==> config.mk <==
export PLATFORM = sky130hd
export DESIGN_NAME = wire_bus_arbiter
export DESIGN_NICKNAME = d
export VERILOG_FILES = /design/src/rtl/wire_bus_arbiter.sv
export SDC_FILE = /design/constraint.sdc
export NUM_CORES = 1
export LEC_CHECK = 0
export ABC_AREA = 0
export CORE_MARGIN = 1.5
export CORE_UTILIZATION = 45
export CTS_BUF_LIST = sky130_fd_sc_hd__clkbuf_8
export DETAILED_ROUTE_END_ITERATION = 8
export DONT_BUFFER_PORTS = 1
export PLACE_DENSITY = 0.57
export SLEW_MARGIN = 10
export SYNTH_ARGS = -nofsm -noshare
export SYNTH_HDL_FRONTEND = slang
export SYNTH_HIERARCHICAL = 1
export SYNTH_SLANG_ARGS = --single-unit
==> constraint.sdc <==
create_clock -name clk -period 2.2 [get_ports clk]
set_clock_uncertainty 0.05 [all_clocks]
set_input_delay 0.22 -clock clk [delete_from_list [all_inputs] [get_ports clk]]
set_output_delay 0.22 -clock clk [all_outputs]
set_load 0.005 [all_outputs]
==> src/rtl/wire_bus_arbiter.sv <==
// Round-robin arbiter sharing one DATA_W-bit bus wire among NREQ requesters.
// Holds a grant while the owner requests, up to MAX_BURST cycles, then rotates.
module wire_bus_arbiter #(
  parameter int NREQ      = 4,
  parameter int DATA_W    = 8,
  parameter int MAX_BURST = 4
) (
  input  logic                     clk,
  input  logic                     rst_n,
  input  logic [NREQ-1:0]          req,
  input  logic [NREQ*DATA_W-1:0]   req_data,
  output logic [NREQ-1:0]          gnt,
  output logic [$clog2(NREQ)-1:0]  owner,
  output logic                     busy,
  output logic                     bus_valid,
  output logic [DATA_W-1:0]        bus_data
);

  localparam int OW = $clog2(NREQ);
  localparam int BW = $clog2(MAX_BURST + 1);
  localparam logic [OW-1:0] LAST_IDX  = OW'(NREQ - 1);
  localparam logic [BW-1:0] BURST_MAX = BW'(MAX_BURST);

  typedef enum logic [0:0] {
    IDLE  = 1'b0,
    GRANT = 1'b1
  } state_t;

  state_t            state_r, state_n_s;
  logic [NREQ-1:0]   gnt_r, gnt_n_s;
  logic [OW-1:0]     owner_r, owner_n_s;
  logic [OW-1:0]     ptr_r, ptr_n_s;
  logic [BW-1:0]     burst_cnt_r, burst_cnt_n_s;
  logic [OW-1:0]     owner_inc_s;
  logic [OW-1:0]     search_ptr_s;
  logic              release_s;
  logic [OW:0]       winner_s;
  logic              win_found_s;
  logic [OW-1:0]     win_idx_s;
  logic              bus_valid_s;
  logic [DATA_W-1:0] bus_data_s;

  // Returns {found, index} of the first requester at or after start, wrapping.
  function automatic logic [OW:0] find_winner(input logic [NREQ-1:0] r,
                                              input logic [OW-1:0]   start);
    logic [OW:0]   res;
    logic [OW-1:0] idx_l;
    int            idx;
    res = '0;
    // Scan farthest-first so the nearest hit is the one that sticks.
    for (int k = NREQ - 1; k >= 0; k--) begin
      idx = int'(start) + k;
      if (idx >= NREQ) begin
        idx = idx - NREQ;
      end
      idx_l = OW'(idx);
      if (r[idx_l]) begin
        res = {1'b1, idx_l};
      end
    end
    return res;
  endfunction

  function automatic logic [NREQ-1:0] onehot(input logic [OW-1:0] idx);
    return NREQ'(1) << idx;
  endfunction

  // Priority start for the search: the owner's successor on release, else ptr.
  always_comb begin
    owner_inc_s  = owner_r + OW'(1);
    search_ptr_s = ptr_r;
    if (owner_r == LAST_IDX) begin
      owner_inc_s = '0;
    end else begin
      owner_inc_s = owner_r + OW'(1);
    end
    release_s = !req[owner_r] || (burst_cnt_r == BURST_MAX);
    if (state_r == GRANT) begin
      search_ptr_s = owner_inc_s;
    end else begin
      search_ptr_s = ptr_r;
    end
  end

  assign winner_s    = find_winner(req, search_ptr_s);
  assign win_found_s = winner_s[OW];
  assign win_idx_s   = winner_s[OW-1:0];

  // Next-state and next-grant decision.
  always_comb begin
    state_n_s     = state_r;
    gnt_n_s       = gnt_r;
    owner_n_s     = owner_r;
    ptr_n_s       = ptr_r;
    burst_cnt_n_s = burst_cnt_r;
    case (state_r)
      IDLE: begin
        if (win_found_s) begin
          state_n_s     = GRANT;
          gnt_n_s       = onehot(win_idx_s);
          owner_n_s     = win_idx_s;
          burst_cnt_n_s = BW'(1);
        end else begin
          state_n_s     = IDLE;
          gnt_n_s       = '0;
          burst_cnt_n_s = '0;
        end
      end
      GRANT: begin
        if (!release_s) begin
          burst_cnt_n_s = burst_cnt_r + BW'(1);
        end else begin
          // Handover happens on the same edge, so there is no idle bubble.
          ptr_n_s = owner_inc_s;
          if (win_found_s) begin
            state_n_s     = GRANT;
            gnt_n_s       = onehot(win_idx_s);
            owner_n_s     = win_idx_s;
            burst_cnt_n_s = BW'(1);
          end else begin
            state_n_s     = IDLE;
            gnt_n_s       = '0;
            burst_cnt_n_s = '0;
          end
        end
      end
      default: begin
        state_n_s     = IDLE;
        gnt_n_s       = '0;
        owner_n_s     = '0;
        ptr_n_s       = '0;
        burst_cnt_n_s = '0;
      end
    endcase
  end

  // State register with synchronous active-low reset.
  always_ff @(posedge clk) begin
    if (!rst_n) begin
      state_r     <= IDLE;
      gnt_r       <= '0;
      owner_r     <= '0;
      ptr_r       <= '0;
      burst_cnt_r <= '0;
    end else begin
      state_r     <= state_n_s;
      gnt_r       <= gnt_n_s;
      owner_r     <= owner_n_s;
      ptr_r       <= ptr_n_s;
      burst_cnt_r <= burst_cnt_n_s;
    end
  end

  // Bus mux: the owner's data reaches the wire only while it still requests.
  always_comb begin
    bus_valid_s = 1'b0;
    bus_data_s  = '0;
    if (state_r == GRANT) begin
      bus_valid_s = gnt_r[owner_r] & req[owner_r];
    end else begin
      bus_valid_s = 1'b0;
    end
    for (int i = 0; i < NREQ; i++) begin
      if (bus_valid_s && (owner_r == OW'(i))) begin
        bus_data_s = req_data[i*DATA_W +: DATA_W];
      end else begin
        bus_data_s = bus_data_s;
      end
    end
  end

  assign gnt       = gnt_r;
  assign owner     = owner_r;
  assign busy      = (state_r == GRANT);
  assign bus_valid = bus_valid_s;
  assign bus_data  = bus_data_s;

  wire_bus_arbiter_chk #(
    .NREQ (NREQ)
  ) u_chk (
    .clk   (clk),
    .rst_n (rst_n),
    .req   (req),
    .gnt   (gnt_r),
    .owner (owner_r),
    .busy  (busy)
  );

endmodule

// Grant-legality properties for wire_bus_arbiter.
module wire_bus_arbiter_chk #(
  parameter int NREQ = 4
) (
  input logic                    clk,
  input logic                    rst_n,
  input logic [NREQ-1:0]         req,
  input logic [NREQ-1:0]         gnt,
  input logic [$clog2(NREQ)-1:0] owner,
  input logic                    busy
);

  a_onehot0 : assert property (@(posedge clk) disable iff (!rst_n) $onehot0(gnt));

  a_consistent : assert property (@(posedge clk) disable iff (!rst_n)
    gnt == (busy ? (NREQ'(1) << owner) : NREQ'(0)));

  // A freshly moved grant must land on a requester that asked at the decision edge.
  a_legal : assert property (@(posedge clk) disable iff (!rst_n)
    ((|gnt) && (gnt != $past(gnt))) |-> (|($past(req) & gnt)));

endmodule

==> results.toml <==
[drt]
vias_per_cell = 5.93
antenna_left = 0
wirelength_microns = 2350
vias = 895
wl_per_cell_microns = 15.5
dr.pass1.iters = 4
route.detailed.drc = 0
drt_iter0_drc = 12

[sta]
setup_tns_ns = 0
max_slew.worst_pin.slew_ns = 0.644
slew-limit-headroom = 0.567
period_needed_ns = 2.01
drv_slew = 0
rsz0062_at_grt = "no"
fin_crit_sh = 0.913
setup_violations = 0
max_freq_ghz = 0.498
finalHoldViolations = 0

[power]
total_leakage_power_nw = 0.436
ir_worst_vdd_v = 0.000424
total_power_uw = 738
p_per_area_mw_per_mm2 = 686

[floorplan]
start_util = 0.488
core_sq_mm = 0.00202
die_area_sq_mm = 0.00248
die_w_microns = 49.8
rows = 16
die_h_microns = 49.8
io_pins = 54

[global_route]
antenna_found_initial = 0
grt_max_degree = 17
grt_pass1_wl_microns = 3820
grt_pass1_vias = 849
track_usage = 0.195
grt.overflow.total = 0

[cells_and_area]
fin_nets = 169
area_delta_synth_final_pct = 9.00
antenna_cells = 0
num-fill-cells = 208
drive_above_1_share = 0.137

[yosys]
syn_nets = 167
synth-xor-area-share = 0.00887
synth-seq-cells = 12
yosys.area_share.adder = 0.0760
yosysUniqueCellTypes = 35
syn_area_sq_um = 987
syn_avg_cell_area_sq_um = 8.03
synth_top_family_by_area = "simple AND/OR/NAND/NOR gates"
ys_warn_count = 6
synth_cells = 123
synth.area.mux_share = 0.108
synthSimpleGateAreaFrac = 0.304
ys_seq_area_frac = 0.243
synth-compound-area-share = 0.202

[clock_network]
cts_setup_buffers = 0
clk_pin_slew_ns = 0.05
cts_num_sinks = 12
numCtsBuffers = 3
clk_latency_ns = 0.24
cts_tree = "done"
cts_buffer_depth = 2
cts_root_buffer = "clkbuf_8"
htreeDepth = 1

[hold_path]
min-delay-start = "rst_n"
whs_path_depth = 1
holdPathEnd = "owner[1]"
hold_path.class = "input port to flop"

[status]
status = "complete, no violations"

[placed_design]
dp_hpwl_microns = 1790
io_buffers = 0
place.gp.congestion = 0.754

[setup_path]
startpoint_type = "flop"
reg2reg_from = "owner[0]"
path_max_fanout = 9
critPathRequiredTime_ns = 1.93
r2r-end = "gnt[2]"
rrSetupSlack_ns = 0.22
arrival_ns = 1.74
cp-end-kind = "output pin"
path_class = "flop to output pin"
reg2regPathDepth = 7

[flow_run]
drv_cap = 0
[cells in the final DEF, fill, tap and decap left out]
| cell | count |
|---|---|
| nor3_1 | 7 |
| a22oi_1 | 1 |
| o211ai_1 | 1 |
| nand4_1 | 2 |
| dfxtp_1 | 12 |
| a21boi_1 | 2 |
| nor2_1 | 12 |
| and3b_1 | 1 |
| a21oi_1 | 9 |
| o21ai_0 | 2 |
| ha_2 | 1 |
| clkbuf_8 | 4 |
| nor2b_1 | 11 |
| a31o_2 | 1 |
| o21a_1 | 1 |
| and3_1 | 3 |
| buf_4 | 4 |
| a221oi_1 | 7 |
| mux4_2 | 2 |
| mux2_2 | 1 |
| ha_1 | 5 |
| and3_4 | 1 |
| nor3_2 | 1 |
| o2111a_1 | 1 |
| or3b_1 | 1 |
| nor2_2 | 1 |
| inv_1 | 6 |
| xor2_1 | 1 |
| nor4_1 | 1 |
| nor2b_2 | 1 |
| nand3_1 | 3 |
| mux2i_1 | 5 |
| o31ai_1 | 2 |
| nand2b_1 | 4 |
| nand2_1 | 6 |
| a32o_1 | 1 |
[area by class of cell]
cell class | instances | area, sq um | share of cell area
multi-input combinational | 98 | 694 | 0.645
sequential | 12 | 240 | 0.223
clock buffer | 4 | 55.1 | 0.0512
tap | 27 | 33.8 | 0.0314
timing repair buffer | 4 | 30.0 | 0.0279
inverter | 6 | 22.5 | 0.0209
[Yosys cell counts]
master | number | area (sq um)
and3_1 | 3 | 18.8
or3b_1 | 1 | 8.76
mux4_2 | 2 | 45.0
a221oi_1 | 7 | 61.3
nand3_1 | 3 | 15.0
ha_1 | 6 | 75.1
mux2_2 | 1 | 11.3
nor2_2 | 1 | 6.26
a21oi_1 | 9 | 45.0
and3b_1 | 1 | 8.76
nor4_1 | 1 | 6.26
nor2b_1 | 12 | 75.1
xor2_1 | 1 | 8.76
a21boi_1 | 2 | 15.0
inv_1 | 6 | 22.5
nand4_1 | 2 | 12.5
mux2i_1 | 5 | 50.1
o21a_1 | 1 | 7.51
nor2_1 | 12 | 45.0
o31ai_1 | 2 | 15.0
a32o_1 | 1 | 10.0
o21ai_0 | 2 | 10.0
o2111a_1 | 1 | 11.3
nor3_1 | 7 | 35.0
and3_4 | 1 | 11.3
clkbuf_1 | 5 | 18.8
nand2b_1 | 4 | 25.0
a31o_2 | 1 | 8.76
buf_2 | 1 | 5.00
buf_6 | 1 | 11.3
o211ai_1 | 1 | 7.51
nor3_2 | 1 | 10.0
a22oi_1 | 1 | 7.51
nand2_1 | 6 | 22.5
dfxtp_1 | 12 | 240
[where the power goes]
part | switching [mW] | total (mW) | internal [mW]
Sequential | 0.0152 | 0.252 | 0.237
Combinational | 0.132 | 0.246 | 0.114
Clock | 0.0816 | 0.240 | 0.158
[critical path, stage by stage (launching register included)]
cell	delay, ns
dfxtp_1	0.32
buf_4	0.17
mux4_2	0.56
nand3_1	0.32
nor2_1	0.12
[worst max path at each step]
stage / from / end / slack [ns] / depth (start not counted)
floorplan: owner[0] / gnt[2] / 0.23 / 7
global placement: owner[1] / gnt[2] / 0.26 / 7
detailed placement: owner[0] / bus_data[3] / 0.22 / 7
CTS: owner[0] / bus_data[3] / 0.1 / 7
global route: owner[0] / bus_data[0] / 0.03 / 7
finish: owner[0] / bus_data[0] / 0.19 / 4
[stage by stage]
stage / worst slack [ns] / hold slack, ns / cells / instance area [sq um] / util
2_1_floorplan: 0.232 / 0.347 / 123 / 987 / -
3_3_place_gp: 0.259 / 0.291 / 147 / 1020 / 0.502
5_1_grt: 0.0314 / 0.0407 / 151 / 1080 / 0.532
4_1_cts: 0.0979 / 0.0433 / 151 / 1070 / 0.531
3_5_place_dp: 0.225 / 0.294 / 147 / 1020 / 0.502
6_report: 0.192 / 0.0475 / 151 / 1080 / 0.532
[routing by layer]
layer / share of wire / wire [microns] / up-vias / global-route usage
met5: 0 / 0 / - / 0
met4: 0.0072 / 17 / 0 / 0.0694
met3: 0.091 / 214 / 4 / 0.0424
met2: 0.44 / 1030 / 40 / 0.313
met1: 0.46 / 1090 / 402 / 0.258
li1: - / - / 449 / -
[cell families after synthesis]
family                     count (synthesis)
DFF                                       12
AOI/OAI and AO/OA                         28
xor gates and xnor gates                   1
adders and majority gates                  6
buffers and inverters                     13
and+or+nand+nor                           55
muxes                                      8
[registers in the layout (all words and copies together) (netlist names)]
| signal | flops |
|---|---|
| busy | 1 |
| ptr_r | 2 |
| owner | 2 |
| burst_cnt_r | 3 |
| gnt | 4 |
[repair_timing]
action	in CTS	in global routing
hold buffers	0	0
setup endpoints to repair	7	7
resized for setup	1	1
No activity file was read; power rests on OpenSTA's default activity.
